## src/rtl/load_ext_ctrl_pkg.sv

```systemverilog
// Shared definitions for the load extension controller: funct3 codes,
// FSM state encoding and the registered response payload.
package load_pkg;

  localparam int unsigned DATA_WIDTH = 32;
  localparam int unsigned RD_WIDTH   = 5;
  localparam int unsigned F3_WIDTH   = 3;

  localparam logic [F3_WIDTH-1:0] F3_LB  = 3'd0;
  localparam logic [F3_WIDTH-1:0] F3_LH  = 3'd1;
  localparam logic [F3_WIDTH-1:0] F3_LW  = 3'd2;
  localparam logic [F3_WIDTH-1:0] F3_LBU = 3'd4;
  localparam logic [F3_WIDTH-1:0] F3_LHU = 3'd5;

  localparam logic [1:0] ST_IDLE = 2'd0;
  localparam logic [1:0] ST_MEM  = 2'd1;
  localparam logic [1:0] ST_WAIT = 2'd2;
  localparam logic [1:0] ST_RESP = 2'd3;

  typedef struct packed {
    logic [DATA_WIDTH-1:0] data;
    logic [RD_WIDTH-1:0]   rd;
    logic                  misalign;
    logic                  timeout;
  } resp_t;

  // True when funct3 is a supported load and the address suits its size.
  function automatic logic is_legal(input logic [F3_WIDTH-1:0] funct3,
                                    input logic [1:0]          addr_lo);
    logic ok;
    ok = 1'b0;
    case (funct3)
      F3_LB, F3_LBU: ok = 1'b1;
      F3_LH, F3_LHU: ok = ~addr_lo[0];
      F3_LW:         ok = (addr_lo == 2'b00);
      default:       ok = 1'b0;
    endcase
    return ok;
  endfunction

endpackage

```

## src/rtl/load_ext_ctrl_if.sv

```systemverilog
// Request, memory and response signals of the load controller.
// slave is the controller side, master is the surrounding pipeline/memory.
interface load_ext_ctrl_if #(
  parameter int unsigned ADDR_WIDTH = 32
) ();

  logic                  req_valid;
  logic                  req_ready;
  logic [ADDR_WIDTH-1:0] req_addr;
  logic [2:0]            req_funct3;
  logic [4:0]            req_rd;

  logic                  mem_rd_en;
  logic [ADDR_WIDTH-1:0] mem_addr;
  logic [31:0]           mem_rdata;
  logic                  mem_rvalid;

  logic                  resp_valid;
  logic                  resp_ready;
  logic [31:0]           resp_data;
  logic [4:0]            resp_rd;
  logic                  resp_misalign;
  logic                  resp_timeout;

  logic                  busy;

  modport slave (
    input  req_valid, req_addr, req_funct3, req_rd,
    input  mem_rdata, mem_rvalid,
    input  resp_ready,
    output req_ready,
    output mem_rd_en, mem_addr,
    output resp_valid, resp_data, resp_rd, resp_misalign, resp_timeout,
    output busy
  );

  modport master (
    output req_valid, req_addr, req_funct3, req_rd,
    output mem_rdata, mem_rvalid,
    output resp_ready,
    input  req_ready,
    input  mem_rd_en, mem_addr,
    input  resp_valid, resp_data, resp_rd, resp_misalign, resp_timeout,
    input  busy
  );

endinterface

```

## src/rtl/load_ext_ctrl_lane_extender.sv

```systemverilog
// Selects the byte/halfword lane of a read word and sign- or zero-extends
// it to 32 bits according to the load funct3.
module load_lane_extender
  import load_pkg::*;
(
  input  logic [DATA_WIDTH-1:0] i_rdata,
  input  logic [1:0]            i_addr_lo,
  input  logic [F3_WIDTH-1:0]   i_funct3,
  output logic [DATA_WIDTH-1:0] o_data_c
);

  logic [7:0]  w_byte;
  logic [15:0] w_half;

  always_comb begin
    w_byte = 8'h00;
    case (i_addr_lo)
      2'd0:    w_byte = i_rdata[7:0];
      2'd1:    w_byte = i_rdata[15:8];
      2'd2:    w_byte = i_rdata[23:16];
      default: w_byte = i_rdata[31:24];
    endcase
  end

  assign w_half = i_addr_lo[1] ? i_rdata[31:16] : i_rdata[15:0];

  always_comb begin
    o_data_c = '0;
    case (i_funct3)
      F3_LB:   o_data_c = {{24{w_byte[7]}}, w_byte};
      F3_LH:   o_data_c = {{16{w_half[15]}}, w_half};
      F3_LW:   o_data_c = i_rdata;
      F3_LBU:  o_data_c = {24'h000000, w_byte};
      F3_LHU:  o_data_c = {16'h0000, w_half};
      default: o_data_c = '0;
    endcase
  end

endmodule

```

## src/rtl/load_ext_ctrl.sv

```systemverilog
// Multi-cycle load controller: accepts one request, issues a single
// word-aligned read, extends the selected lane and returns it or a fault.
module load_ext_ctrl
  import load_pkg::*;
#(
  parameter int unsigned ADDR_WIDTH     = 32,
  parameter int unsigned TIMEOUT_CYCLES = 64,
  parameter int unsigned CNT_WIDTH      = 7
) (
  input  logic           clk,
  input  logic           rst_n,
  load_ext_ctrl_if.slave bus
);

  localparam logic [CNT_WIDTH-1:0] CNT_LAST = CNT_WIDTH'(TIMEOUT_CYCLES - 1);

  logic [1:0]            r_state;
  logic [1:0]            r_addr_lo;
  logic [F3_WIDTH-1:0]   r_funct3;
  logic [RD_WIDTH-1:0]   r_rd;
  logic [CNT_WIDTH-1:0]  r_cnt;
  logic                  r_req_ready;
  logic                  r_busy;
  logic                  r_mem_rd_en;
  logic [ADDR_WIDTH-1:0] r_mem_addr;
  logic                  r_resp_valid;
  resp_t                 r_resp;

  logic [1:0]            w_next_state;
  logic [CNT_WIDTH-1:0]  w_cnt_next;
  resp_t                 w_resp_next;
  logic                  w_accept;
  logic [DATA_WIDTH-1:0] w_ext_data;

  load_lane_extender u_lane_extender (
    .i_rdata   (bus.mem_rdata),
    .i_addr_lo (r_addr_lo),
    .i_funct3  (r_funct3),
    .o_data_c  (w_ext_data)
  );

  // Next state, counter and response payload; mem_rvalid only matters in WAIT.
  always_comb begin
    w_next_state = r_state;
    w_cnt_next   = r_cnt;
    w_resp_next  = r_resp;
    w_accept     = 1'b0;
    case (r_state)
      ST_IDLE: begin
        if (bus.req_valid && r_req_ready) begin
          w_accept = 1'b1;
          if (is_legal(bus.req_funct3, bus.req_addr[1:0])) begin
            w_next_state = ST_MEM;
          end else begin
            w_next_state         = ST_RESP;
            w_resp_next.data     = '0;
            w_resp_next.rd       = bus.req_rd;
            w_resp_next.misalign = 1'b1;
            w_resp_next.timeout  = 1'b0;
          end
        end
      end
      ST_MEM: begin
        w_cnt_next   = '0;
        w_next_state = ST_WAIT;
      end
      ST_WAIT: begin
        if (bus.mem_rvalid) begin
          w_next_state         = ST_RESP;
          w_resp_next.data     = w_ext_data;
          w_resp_next.rd       = r_rd;
          w_resp_next.misalign = 1'b0;
          w_resp_next.timeout  = 1'b0;
        end else if (r_cnt == CNT_LAST) begin
          w_next_state         = ST_RESP;
          w_resp_next.data     = '0;
          w_resp_next.rd       = r_rd;
          w_resp_next.misalign = 1'b0;
          w_resp_next.timeout  = 1'b1;
        end else begin
          w_cnt_next = r_cnt + CNT_WIDTH'(1);
        end
      end
      ST_RESP: begin
        if (bus.resp_ready) begin
          w_next_state = ST_IDLE;
          w_resp_next  = '0;
        end
      end
      default: begin
        w_next_state = ST_IDLE;
        w_resp_next  = '0;
      end
    endcase
  end

  // Outputs are registered from the next state so they line up with it.
  always_ff @(posedge clk or negedge rst_n) begin
    if (!rst_n) begin
      r_state      <= ST_IDLE;
      r_addr_lo    <= '0;
      r_funct3     <= '0;
      r_rd         <= '0;
      r_cnt        <= '0;
      r_req_ready  <= 1'b1;
      r_busy       <= 1'b0;
      r_mem_rd_en  <= 1'b0;
      r_mem_addr   <= '0;
      r_resp_valid <= 1'b0;
      r_resp       <= '0;
    end else begin
      r_state      <= w_next_state;
      r_cnt        <= w_cnt_next;
      r_resp       <= w_resp_next;
      r_req_ready  <= (w_next_state == ST_IDLE);
      r_busy       <= (w_next_state != ST_IDLE);
      r_mem_rd_en  <= (w_next_state == ST_MEM);
      r_resp_valid <= (w_next_state == ST_RESP);
      if (w_accept) begin
        r_addr_lo  <= bus.req_addr[1:0];
        r_funct3   <= bus.req_funct3;
        r_rd       <= bus.req_rd;
        r_mem_addr <= {bus.req_addr[ADDR_WIDTH-1:2], 2'b00};
      end
    end
  end

  assign bus.req_ready     = r_req_ready;
  assign bus.busy          = r_busy;
  assign bus.mem_rd_en     = r_mem_rd_en;
  assign bus.mem_addr      = r_mem_addr;
  assign bus.resp_valid    = r_resp_valid;
  assign bus.resp_data     = r_resp.data;
  assign bus.resp_rd       = r_resp.rd;
  assign bus.resp_misalign = r_resp.misalign;
  assign bus.resp_timeout  = r_resp.timeout;

endmodule

```

## src/flat_wrapper.sv

```systemverilog
// flat-port wrapper written by rule: the top's interface ports become plain ports
module load_ext_ctrl_flat import load_pkg::*;
#(
  parameter int unsigned ADDR_WIDTH     = 32,
  parameter int unsigned TIMEOUT_CYCLES = 64,
  parameter int unsigned CNT_WIDTH      = 7
)
  (clk, rst_n, bus_req_valid, bus_req_addr, bus_req_funct3, bus_req_rd, bus_mem_rdata, bus_mem_rvalid, bus_resp_ready, bus_req_ready, bus_mem_rd_en, bus_mem_addr, bus_resp_valid, bus_resp_data, bus_resp_rd, bus_resp_misalign, bus_resp_timeout, bus_busy);
  load_ext_ctrl_if #(.ADDR_WIDTH(ADDR_WIDTH)) bus_i ();
  input  logic clk;
  input  logic rst_n;
  input wire logic [$bits(bus_i.req_valid)-1:0] bus_req_valid;
  input wire logic [$bits(bus_i.req_addr)-1:0] bus_req_addr;
  input wire logic [$bits(bus_i.req_funct3)-1:0] bus_req_funct3;
  input wire logic [$bits(bus_i.req_rd)-1:0] bus_req_rd;
  input wire logic [$bits(bus_i.mem_rdata)-1:0] bus_mem_rdata;
  input wire logic [$bits(bus_i.mem_rvalid)-1:0] bus_mem_rvalid;
  input wire logic [$bits(bus_i.resp_ready)-1:0] bus_resp_ready;
  output wire logic [$bits(bus_i.req_ready)-1:0] bus_req_ready;
  output wire logic [$bits(bus_i.mem_rd_en)-1:0] bus_mem_rd_en;
  output wire logic [$bits(bus_i.mem_addr)-1:0] bus_mem_addr;
  output wire logic [$bits(bus_i.resp_valid)-1:0] bus_resp_valid;
  output wire logic [$bits(bus_i.resp_data)-1:0] bus_resp_data;
  output wire logic [$bits(bus_i.resp_rd)-1:0] bus_resp_rd;
  output wire logic [$bits(bus_i.resp_misalign)-1:0] bus_resp_misalign;
  output wire logic [$bits(bus_i.resp_timeout)-1:0] bus_resp_timeout;
  output wire logic [$bits(bus_i.busy)-1:0] bus_busy;
  assign bus_i.req_valid = bus_req_valid;
  assign bus_i.req_addr = bus_req_addr;
  assign bus_i.req_funct3 = bus_req_funct3;
  assign bus_i.req_rd = bus_req_rd;
  assign bus_i.mem_rdata = bus_mem_rdata;
  assign bus_i.mem_rvalid = bus_mem_rvalid;
  assign bus_i.resp_ready = bus_resp_ready;
  assign bus_req_ready = bus_i.req_ready;
  assign bus_mem_rd_en = bus_i.mem_rd_en;
  assign bus_mem_addr = bus_i.mem_addr;
  assign bus_resp_valid = bus_i.resp_valid;
  assign bus_resp_data = bus_i.resp_data;
  assign bus_resp_rd = bus_i.resp_rd;
  assign bus_resp_misalign = bus_i.resp_misalign;
  assign bus_resp_timeout = bus_i.resp_timeout;
  assign bus_busy = bus_i.busy;
  load_ext_ctrl #(.ADDR_WIDTH(ADDR_WIDTH), .TIMEOUT_CYCLES(TIMEOUT_CYCLES), .CNT_WIDTH(CNT_WIDTH)) u_core (.clk(clk), .rst_n(rst_n), .bus(bus_i));
endmodule
```

## config.mk

```make
export PLATFORM = sky130hd
export DESIGN_NAME = load_ext_ctrl_flat
export DESIGN_NICKNAME = d
export VERILOG_FILES = /design/src/rtl/load_ext_ctrl_pkg.sv /design/src/rtl/load_ext_ctrl_if.sv /design/src/rtl/load_ext_ctrl_lane_extender.sv /design/src/rtl/load_ext_ctrl.sv /design/src/flat_wrapper.sv
export SDC_FILE = /design/constraint.sdc
export NUM_CORES = 1
export LEC_CHECK = 0
export ABC_CLOCK_PERIOD_IN_PS = 2170
export BUFFER_PORTS_ARGS = -buffer_cell sky130_fd_sc_hd__buf_4
export CAP_MARGIN = 20
export CORE_AREA = 4 4 98 100
export DETAILED_ROUTE_END_ITERATION = 8
export DIE_AREA = 0 0 102 104
export GPL_ROUTABILITY_DRIVEN = 0
export GPL_TIMING_DRIVEN = 0
export PLACE_DENSITY = 0.84
export REMOVE_ABC_BUFFERS = 1
export SYNTH_ARGS = -nofsm -noshare
export SYNTH_HDL_FRONTEND = slang
export SYNTH_SLANG_ARGS = --single-unit
```

## constraint.sdc

```tcl
create_clock -name clk -period 2.17 [get_ports clk]
set_input_delay 0.217 -clock clk [delete_from_list [all_inputs] [get_ports clk]]
set_output_delay 0.217 -clock clk [all_outputs]
set_load 0.02 [all_outputs]
```

==> results_dict.tcl, run 1 <==
set metrics [dict create \
    p_clk_share_pct 14.3 \
    clock_path_buffers 2 \
    grt_max_degree 93 \
    power.density_nw_per_um2 1460 \
    p_total_mw 8.41 \
    hpwl_um 8230 \
    worstSetupPathType "flop to flop" \
    finalHoldViolations 0 \
    ys_seq_area_share_pct 53.9 \
    core_region_area_um2 8680 \
    cts_root_buffer "clkbuf_8" \
    fmax_mhz 484 \
    power_frac_comb_pct 49.1 \
    cp_max_fo 14 \
    cts.sinks 92 \
    fin_setup_tns_ps 0 \
    max-cap-violations 0 \
    numPortBuffers 149 \
    async_reset_ff_share_pct 100 \
    cts-htree-levels 3 \
    fin_util_pct 66.3 \
    die_h_um 104 \
    final_nets 593 \
    ant_nets 0 \
    ys_warn_count 0 \
    gr-total-overflow 0 \
    die_width_um 102 \
    setup_viol 0 \
    tightest_slew_ps 649 \
    syn_area_um2 4270 \
    synth_top_flop_cell "dfrtp_1" \
    avgSynthCellArea_um2 11.5 \
    p_seq_share_pct 36.6 \
    critPathLaunchType "flop" \
    ys_ff_latch 92 \
    num_vias 3561 \
    slew_violations 0 \
    pin_count 152 \
    leakage_nw 2.91 \
    worst_ep_arrival_time_ps 2300 \
    p_sw_mw 3.38 \
    drt-initial-drc-count 188 \
    num_antenna_cells 0 \
    insertion_delay_ps 350 \
    skew_ps 16.1 \
    crit_required_ps 2400 \
    synth_top_cell_area_share_pct 53.3 \
    post-route-drc-count 0 \
    avgViaCountPerCell 5.67 \
    fillers 670 \
    initial_utilization_pct 49.2 \
    p_sw_share_pct 40.3 \
    antenna_found_initial 0 \
    clk_pin_slew_ps 90 \
    drt_first_pass_iters 4 \
    grt_pass1_wl_um 17800 \
    final_cell_mix "buf_4 (156), dfrtp_1 (89), mux2_2 (51)" \
    wire_per_inst_um 17.5 \
    internal_power_mw 5.02 \
    cts_buffers 9 \
    ir_drop_mv 0.693 \
    ys_types 49 \
    synth_top_area_cell "dfrtp_1" \
    outcome "finished, final reports clean" \
    slew_headroom_pct 56.7 \
    area_delta_synth_final_pct 34.7 \
    syn_inst 371 \
    wl_um 11000 \
    synth_area_leaders "dfrtp_1 (53%), mux2_2 (13%), a21o_1 (4.0%)" \
    final_common_cell "buf_4" \
    drive_gt1_share_pct 45.2 \
    crit_path_end_kind "flop" \
    std_cell_rows 34 \
    cts_tree "built" \
    synth-edff-count 0 \
    fin_crit_sh_pct 95.3 \
    fin_crit_ps 2070 \
    hp-class "input port to flop" \
    die_area_um2 10600 \
    grt_usage_pct 20.7 \
    grt_pass1_vias 3711 \
]
## state kept, by name, indices dropped and copies added (netlist names)
register	count
u_core.bus.resp_valid	1
u_core.bus.mem_rd_en	1
u_core.r_rd	5
u_core.bus.mem_addr	30
u_core.bus.resp_timeout	1
u_core.r_cnt	7
u_core.r_funct3	3
u_core.bus.req_ready	1
u_core.r_state	2
u_core.r_addr_lo	2
u_core.bus.busy	1
u_core.bus.resp_misalign	1
u_core.bus.resp_data	32
u_core.bus.resp_rd	5
## worst max-delay path, cell delays in order (launching register included)
cell,delay [ps]
dfrtp_1,390
ha_1,220
nand4_1,180
o211ai_1,300
o211ai_1,240
buf_4,250
buf_4,190
a21o_1,190
## cell type report
type,instances,area [um^2],area share (%)
flip-flops and latches,92,2310,40.1
multi-input cells,247,1850,32.1
repair buffers,160,1240,21.5
clock buffers,11,151,2.63
well taps,108,135,2.35
clock inverters,5,58.8,1.02
inverters,5,18.8,0.326
## timing repair
item	CTS	global route
hold buffers	0	1
setup buffers	1	3
endpoints found under the hold margin	0	49
pin swaps	1	1
endpoints found under the setup margin	38	33
gates resized for setup	3	4
## stage by stage
| stage | std cells | setup slack, ps | area (um^2) | hold slack (ps) |
|---|---|---|---|---|
| 2_1_floorplan | 344 | -822 | 4130 | -78.6 |
| 3_3_place_gp | 601 | -1600 | 5380 | 449 |
| 3_5_place_dp | 606 | -516 | 5450 | 450 |
| 4_1_cts | 623 | 52.3 | 5680 | 71.1 |
| 5_1_grt | 628 | -37.8 | 5750 | 69.9 |
| 6_report | 628 | 102 | 5750 | 93.3 |
## path summary, 6_finish.rpt
path,startpoint,endpoint,slack (ps),depth (start not counted)
max in group asynchronous,rst_n,u_core.bus.resp_data[28]$_DFFE_PN0P_,1060,3
setup reg to reg,u_core.r_cnt[0]$_DFFE_PN0P_,u_core.bus.resp_data[30]$_DFFE_PN0P_,100,7
hold / removal,bus_mem_rdata[1],u_core.bus.resp_data[1]$_DFFE_PN0P_,90,2
setup / recovery,u_core.r_cnt[0]$_DFFE_PN0P_,u_core.bus.resp_data[30]$_DFFE_PN0P_,100,7
hold reg to reg,u_core.bus.resp_data[27]$_DFFE_PN0P_,u_core.bus.resp_data[27]$_DFFE_PN0P_,490,1
min in group asynchronous,rst_n,u_core.bus.resp_data[21]$_DFFE_PN0P_,410,2
## synth_stat cells (all sizes together) (2+ instances only)
cell type and n:
o21ai 9, buf 21, a21o 23, a31oi 17, o211ai 2, a22o 6
clkbuf 7, nand2b 5, inv 5, nor2 12, nor4 2, o211a 3
nand2 35, nand4 4, a211o 3, nor2b 4, a21oi 16, o2bb2ai 7
a22oi 3, nand3 8, a2bb2oi 3, nor3 4, a221o 3, dfrtp 91
mux2i 8, mux2 51, a221oi 2
## power by group through the flow
stage	sequential [mW]	combinational (mW)	clock, mW
after global routing	3.19	4.44	1.32
after detailed placement	3.09	4.08	0
final	3.08	4.12	1.20
after global placement	3.02	3.91	0
after floorplan	3.72	1.68	0
after CTS	3.07	4.10	1.24
## logic make-up after synthesis
kind of cell | after synthesis | synth area share (%)
mux | 59 | 15.3
compound gates | 101 | 16.8
fa+ha+maj | 1 | 0.293
xor+xnor | 1 | 0.205
buf+inv | 33 | 3.90
flops | 92 | 53.9
simple gates | 83 | 9.52
other cells | 1 | 0.0878
## metal layers
metal | track usage (%) | vias to the layer above | wire length (um)
li1 | - | 1640 | -
met1 | 25.1 | 1733 | 4310
met2 | 34.5 | 171 | 5380
met3 | 6.64 | 17 | 1170
met4 | 6.94 | 0 | 157
met5 | 0 | - | 0
(Power assumes the default switching activity.)
==> inputs of run 2 (changes only) <==
--- a/config.mk
+++ b/config.mk
@@ -5,15 +5,15 @@
 export SDC_FILE = /design/constraint.sdc
 export NUM_CORES = 1
 export LEC_CHECK = 0
-export ABC_CLOCK_PERIOD_IN_PS = 2170
+export ABC_CLOCK_PERIOD_IN_PS = 2600
 export BUFFER_PORTS_ARGS = -buffer_cell sky130_fd_sc_hd__buf_4
 export CAP_MARGIN = 20
-export CORE_AREA = 4 4 98 100
+export CORE_AREA = 4 4 94 96
 export DETAILED_ROUTE_END_ITERATION = 8
-export DIE_AREA = 0 0 102 104
+export DIE_AREA = 0 0 98 100
 export GPL_ROUTABILITY_DRIVEN = 0
 export GPL_TIMING_DRIVEN = 0
-export PLACE_DENSITY = 0.84
+export PLACE_DENSITY = 0.9
 export REMOVE_ABC_BUFFERS = 1
 export SYNTH_ARGS = -nofsm -noshare
 export SYNTH_HDL_FRONTEND = slang
==> constraint.sdc (replaced) <==
create_clock -name clk -period 2.6 [get_ports clk]
set_input_delay 0.26 -clock clk [delete_from_list [all_inputs] [get_ports clk]]
set_output_delay 0.26 -clock clk [all_outputs]
set_load 0.02 [all_outputs]
==> run 2 against run 1 <==
Sequential power fell by 17%. Sequential share of layout area about the same. Clock power is 8% lower. Global-route usage increased by 2.3 points. Core utilization grew 5.0 points. Final area fell by 0.22%. Sequential cell count stayed put. Die area down 7.6%. Fmax decreased by 14%. Cell count is 0.96% lower. Total power shrank 16%. Register-to-register slack improved by 99 ps.
==> results_dict.tcl, run 2 (same netlist as run 1, synthesis figures left out) <==
set metrics [dict create \
    drive_gt1_share_pct 44.3 \
    crit_start "u_core.r_state[1]$_DFF_PN0_" \
    p_sw_mw 2.86 \
    clock_path_buffers 2 \
    finalHoldViolations 0 \
    setup_viol 0 \
    wl_um 11100 \
    tightest_slew_ps 979 \
    timing.reg2reg.setup_slack_ps 200 \
    final_nets 590 \
    avgViaCountPerCell 5.63 \
    power_frac_comb_pct 48.4 \
    pin_count 152 \
    worstSetupPathType "flop to flop" \
    max_stage_delay_ps 600 \
    reg2regPathDepth 5 \
    internal_power_mw 4.23 \
    largest_reg_flops 32 \
    gr-total-overflow 0 \
    skew_ps 10.2 \
    p_total_mw 7.09 \
    crit_path_end_kind "flop" \
    num_antenna_cells 0 \
    hpwl_um 8370 \
    p_sw_share_pct 40.3 \
    wire_per_inst_um 17.9 \
    rr_startpoint "u_core.r_state[1]$_DFF_PN0_" \
    ant_nets 0 \
    die_h_um 100 \
    cts_buffers 9 \
    final_common_cell "buf_4" \
    die_width_um 98 \
    fmax_mhz 417 \
    cts.sinks 92 \
    endpoint "u_core.bus.resp_data[3]$_DFFE_PN0P_" \
    fin_crit_sh_pct 92.3 \
    drt-initial-drc-count 182 \
    hp-class "input port to flop" \
    power.density_nw_per_um2 1240 \
    outcome "finished, final reports clean" \
    slew_violations 0 \
    p_clk_share_pct 15.5 \
    fillers 558 \
    max-cap-violations 0 \
    final_cell_mix "buf_4 (151), dfrtp_1 (91), mux2_2 (51)" \
    seq_area_um2 2300 \
    critPathLaunchType "flop" \
    clk_pin_slew_ps 100 \
    multiInputGateArea_um2 1830 \
    cts_tree "built" \
    cts-htree-levels 3 \
    post-route-drc-count 0 \
    leakage_nw 2.90 \
    drt_first_pass_iters 4 \
    worst_ep_arrival_time_ps 2650 \
    area_delta_synth_final_pct 34.4 \
    cp_max_fo 11 \
    num_vias 3501 \
    fin_setup_tns_ps 0 \
    grt_max_degree 93 \
    core_region_area_um2 8050 \
    slowest_stage "dfrtp_1" \
    initial_utilization_pct 53.1 \
    slew_headroom_pct 34.4 \
    std_cell_rows 33 \
    grt_pass1_wl_um 18000 \
    insertion_delay_ps 360 \
    cp_cell_sequence "inv_1 > o21ai_1 > o211ai_1 > buf_4 > a221o_1" \
    grt_usage_pct 23.1 \
    p_seq_share_pct 36.1 \
    grt_pass1_vias 3655 \
    antenna_found_initial 0 \
    crit_required_ps 2850 \
    ir_drop_mv 0.657 \
    die_area_um2 9800 \
    cts_root_buffer "clkbuf_8" \
    fin_crit_ps 2400 \
    r2r_end "u_core.bus.resp_data[3]$_DFFE_PN0P_" \
    numPortBuffers 149 \
]
run 2: worst min path at each step:
stage | cells after the start | slack, ps | end | startpoint
after CTS | 2 | 100 | u_core.bus.resp_data[1]$_DFFE_PN0P_ | bus_mem_rdata[1]
after floorplan | 0 | -40 | u_core.bus.busy$_DFF_PN0_ | rst_n
after global routing | 2 | 120 | u_core.bus.mem_addr[24]$_DFFE_PN0P_ | bus_req_addr[24]
after detailed placement | 1 | 470 | u_core.bus.resp_data[17]$_DFFE_PN0P_ | u_core.bus.resp_data[17]$_DFFE_PN0P_
after global placement | 1 | 460 | u_core.bus.resp_data[30]$_DFFE_PN0P_ | u_core.bus.resp_data[30]$_DFFE_PN0P_
final | 2 | 120 | u_core.bus.resp_data[1]$_DFFE_PN0P_ | bus_mem_rdata[1]
run 2: power groups by stage:
stage,combinational [mW],sequential [mW],clock (mW)
after floorplan,1.40,3.10,0
after global placement,3.25,2.52,0
after detailed placement,3.43,2.58,0
after CTS,3.44,2.56,1.12
after global routing,3.71,2.65,1.17
final,3.43,2.56,1.10
run 2: per-stage QoR:
step | utilization, % | hold WS, ps | worst slack, ps | instance area [um^2] | std cells
2_1_floorplan | - | -35.6 | -392 | 4130 | 344
3_3_place_gp | 66.8 | 461 | -1240 | 5380 | 598
3_5_place_dp | 67.8 | 467 | -275 | 5460 | 603
4_1_cts | 70.7 | 103 | 209 | 5690 | 620
5_1_grt | 71.3 | 115 | -24.7 | 5740 | 622
6_report | 71.3 | 122 | 201 | 5740 | 622
run 2: final cells by class:
type                            count  area share [%]
Inverter                            5           0.327
Tap cell                          105            2.29
Timing Repair Buffer              157            21.4
Multi-Input combinational cell    247            31.9
Sequential cell                    92            40.1
Clock buffer                        9            2.16
Clock inverter                      7            1.83
run 2: timing repair:
action                                 in CTS  in global routing
setup buffers                               1                  0
setup endpoints to repair                  30                  3
hold buffers                                0                  1
endpoints found under the hold margin       0                 25
gates resized for setup                     1                  1
pin swaps                                   1                  0
run 2: critical path: cells and delay by family, from the launching register on:
kind / cells / cell delay (ps)
buffers and inverters: 2 / 630
flip-flops: 1 / 600
AO/OA/AOI/OAI: 3 / 1050
run 2: per-layer routing:
layer | share of wire, % | global-route usage (%) | vias up
li1 | - | - | 1627
met1 | 39 | 27.2 | 1686
met2 | 49 | 39.3 | 176
met3 | 11 | 7.85 | 12
met4 | 1.5 | 8.41 | 0
met5 | 0 | 0 | -
==> inputs of run 3 (changes only) <==
--- a/config.mk
+++ b/config.mk
@@ -5,15 +5,16 @@
 export SDC_FILE = /design/constraint.sdc
 export NUM_CORES = 1
 export LEC_CHECK = 0
-export ABC_CLOCK_PERIOD_IN_PS = 2600
+export ABC_CLOCK_PERIOD_IN_PS = 2540
 export BUFFER_PORTS_ARGS = -buffer_cell sky130_fd_sc_hd__buf_4
 export CAP_MARGIN = 20
-export CORE_AREA = 4 4 94 96
+export CORE_AREA = 4 4 98 100
 export DETAILED_ROUTE_END_ITERATION = 8
-export DIE_AREA = 0 0 98 100
+export DIE_AREA = 0 0 102 104
 export GPL_ROUTABILITY_DRIVEN = 0
 export GPL_TIMING_DRIVEN = 0
-export PLACE_DENSITY = 0.9
+export MAX_ROUTING_LAYER = met4
+export PLACE_DENSITY = 0.84
 export REMOVE_ABC_BUFFERS = 1
 export SYNTH_ARGS = -nofsm -noshare
 export SYNTH_HDL_FRONTEND = slang
==> constraint.sdc (replaced) <==
create_clock -name clk -period 2.54 [get_ports clk]
set_input_delay 0.254 -clock clk [delete_from_list [all_inputs] [get_ports clk]]
set_output_delay 0.254 -clock clk [all_outputs]
set_load 0.02 [all_outputs]
==> run 3 against run 2 <==
Register-to-register slack improved by 80 ps. First-iteration DRC count rose by 0.55%. Final area fell by 0.39%. Die area rose by 8.2%. Largest power group unchanged. Highest routed layer unchanged.
==> results_dict.tcl, run 3 (same netlist as run 1, synthesis figures left out) <==
set metrics [dict create \
    outcome "finished, final reports clean" \
    skew_ps 15.7 \
    cp_top_family "compound AO/OA/AOI/OAI gates" \
    fin_crit_ps 2260 \
    final_cell_mix "buf_4 (153), dfrtp_1 (91), mux2_2 (51)" \
    power.density_nw_per_um2 1250 \
    top_usage_layer "met2" \
    gr-total-overflow 0 \
    drt-initial-drc-count 183 \
    largest_reg_flops 32 \
    slew_headroom_pct 47.6 \
    final_cell_area_um2 5720 \
    p_seq_share_pct 36.7 \
    grt_use_met1_pct 26.2 \
    area_delta_synth_final_pct 33.8 \
    hold_depth 2 \
    cts-htree-levels 3 \
    grt_pass1_wl_um 17700 \
    antenna_found_initial 0 \
    internal_power_mw 4.26 \
    power_frac_comb_pct 48.9 \
    p_sw_mw 2.87 \
    ant_nets 0 \
    drt_first_pass_iters 4 \
    use_met3_pct 4.96 \
    final_nets 590 \
    cp_max_fo 17 \
    grt_usage_pct 21.3 \
    fin_crit_sh_pct 89.0 \
    fillers 677 \
    rsz0062_at_grt "no" \
    fin_setup_tns_ps 0 \
    cts_tree "built" \
    min_from "bus_mem_rdata[1]" \
    insertion_delay_ps 350 \
    p_sw_share_pct 40.3 \
    finalHoldViolations 0 \
    grt_max_degree 93 \
    hp-class "input port to flop" \
    place_area_um2 5450 \
    reg2regPathDepth 4 \
    post-route-drc-count 0 \
    crit_path_end_kind "flop" \
    wire_per_inst_um 17.6 \
    ir_drop_mv 0.586 \
    avgViaCountPerCell 5.70 \
    std_cell_rows 34 \
    timing.reg2reg.setup_slack_ps 280 \
    setup_viol 0 \
    hpwl_um 8230 \
    r2r_end "u_core.bus.resp_data[14]$_DFFE_PN0P_" \
    rr_startpoint "u_core.r_addr_lo[1]$_DFFE_PN0P_" \
    num_antenna_cells 0 \
    core_region_area_um2 8680 \
    numPortBuffers 149 \
    tightest_slew_ps 783 \
    clock_path_buffers 2 \
    num_vias 3563 \
    pin_count 152 \
    die_h_um 104 \
    fmax_mhz 442 \
    cts_buffers 9 \
    die_width_um 102 \
    max-cap-violations 0 \
    initial_utilization_pct 49.2 \
    cts.sinks 92 \
    cp_cell_sequence "mux2_2 > a2bb2oi_1 > a21oi_1 > a21o_1" \
    grt_pass1_vias 3712 \
    worstSetupPathType "flop to flop" \
    crit_required_ps 2780 \
    leakage_nw 2.89 \
    cts_root_buffer "clkbuf_8" \
    p_clk_share_pct 14.4 \
    drive_gt1_share_pct 44.3 \
    critPathLaunchType "flop" \
    slew_violations 0 \
    final_common_cell "buf_4" \
    worst_ep_arrival_time_ps 2500 \
    grtUsageMet2_pct 34.4 \
    whs_endpoint "u_core.bus.resp_data[1]$_DFFE_PN0P_" \
    clk_pin_slew_ps 100 \
    wl_um 11000 \
    max_stage_delay_ps 780 \
    die_area_um2 10600 \
    slowest_stage "dfrtp_1" \
    critical_path_buf_inv_count 0 \
]
-- run 3: changes by cell type in the layout (fill, tap and decap cells not counted) --
| cell | before | now |
|---|---|---|
| buf_4 | 151 | 153 |
| buf_6 | 2 | 0 |
| clkbuf_8 | 9 | 11 |
| bufinv_16 | 2 | 1 |
| clkinv_2 | 0 | 1 |
| clkinv_4 | 1 | 0 |
| clkinvlp_4 | 1 | 2 |
| inv_6 | 2 | 1 |
| inv_8 | 1 | 0 |
-- run 3: timing repair --
action	CTS	global route
resized for setup	1	1
setup buffers	1	0
endpoints found under the setup margin	27	3
hold buffers	0	1
hold endpoints to repair	0	46
pin swaps	1	0
-- run 3: per-layer routing --
metal | wire [um] | vias up | share of wire [%]
li1 | - | 1634 | -
met1 | 4500 | 1729 | 41
met2 | 5350 | 183 | 49
met3 | 995 | 17 | 9.0
met4 | 154 | 0 | 1.4
met5 | 0 | - | 0
-- run 3: stage by stage --
stage | instances | utilization, % | setup slack (ps) | total power [mW] | hold WS (ps)
3_5_place_dp | 606 | 62.8 | -146 | 6.12 | 468
3_3_place_gp | 601 | 62.0 | -1270 | 5.92 | 459
6_report | 625 | 65.9 | 279 | 7.13 | 130
5_1_grt | 625 | 65.9 | 53.8 | 7.60 | 107
2_1_floorplan | 344 | - | -452 | 4.61 | -41.6
4_1_cts | 623 | 65.4 | 208 | 7.17 | 108
-- run 3: worst max-delay path by stage --
stage / startpoint / to / depth (start not counted)
2_1_floorplan: u_core.bus.req_ready$_DFF_PN1_ / u_core.bus.mem_addr[10]$_DFFE_PN0P_ / 3
5_1_grt: u_core.r_addr_lo[1]$_DFFE_PN0P_ / u_core.bus.resp_data[14]$_DFFE_PN0P_ / 4
4_1_cts: u_core.r_state[1]$_DFF_PN0_ / u_core.bus.resp_data[2]$_DFFE_PN0P_ / 4
3_5_place_dp: u_core.r_cnt[0]$_DFFE_PN0P_ / u_core.bus.resp_data[19]$_DFFE_PN0P_ / 7
3_3_place_gp: bus_req_addr[1] / u_core.bus.resp_rd[1]$_DFFE_PN0P_ / 5
6_report: u_core.r_addr_lo[1]$_DFFE_PN0P_ / u_core.bus.resp_data[14]$_DFFE_PN0P_ / 4
-- run 3: power by group through the flow --
| stage | sequential [mW] | clock, mW | combinational [mW] |
|---|---|---|---|
| after global routing | 2.71 | 1.13 | 3.75 |
| after floorplan | 3.18 | 0 | 1.44 |
| after CTS | 2.62 | 1.06 | 3.50 |
| after global placement | 2.58 | 0 | 3.34 |
| final | 2.62 | 1.03 | 3.49 |
| after detailed placement | 2.64 | 0 | 3.48 |
-- run 3: layout make-up --
type                    count  area, um^2  share of cell area (%)
inverters                   5        18.8                   0.328
multi-input cells         247        1830                    32.0
repair buffers            157        1220                    21.4
flip-flops and latches     92        2300                    40.3
clock buffers              11         151                    2.65
clock inverters             5        58.8                    1.03
well taps                 108         135                    2.36
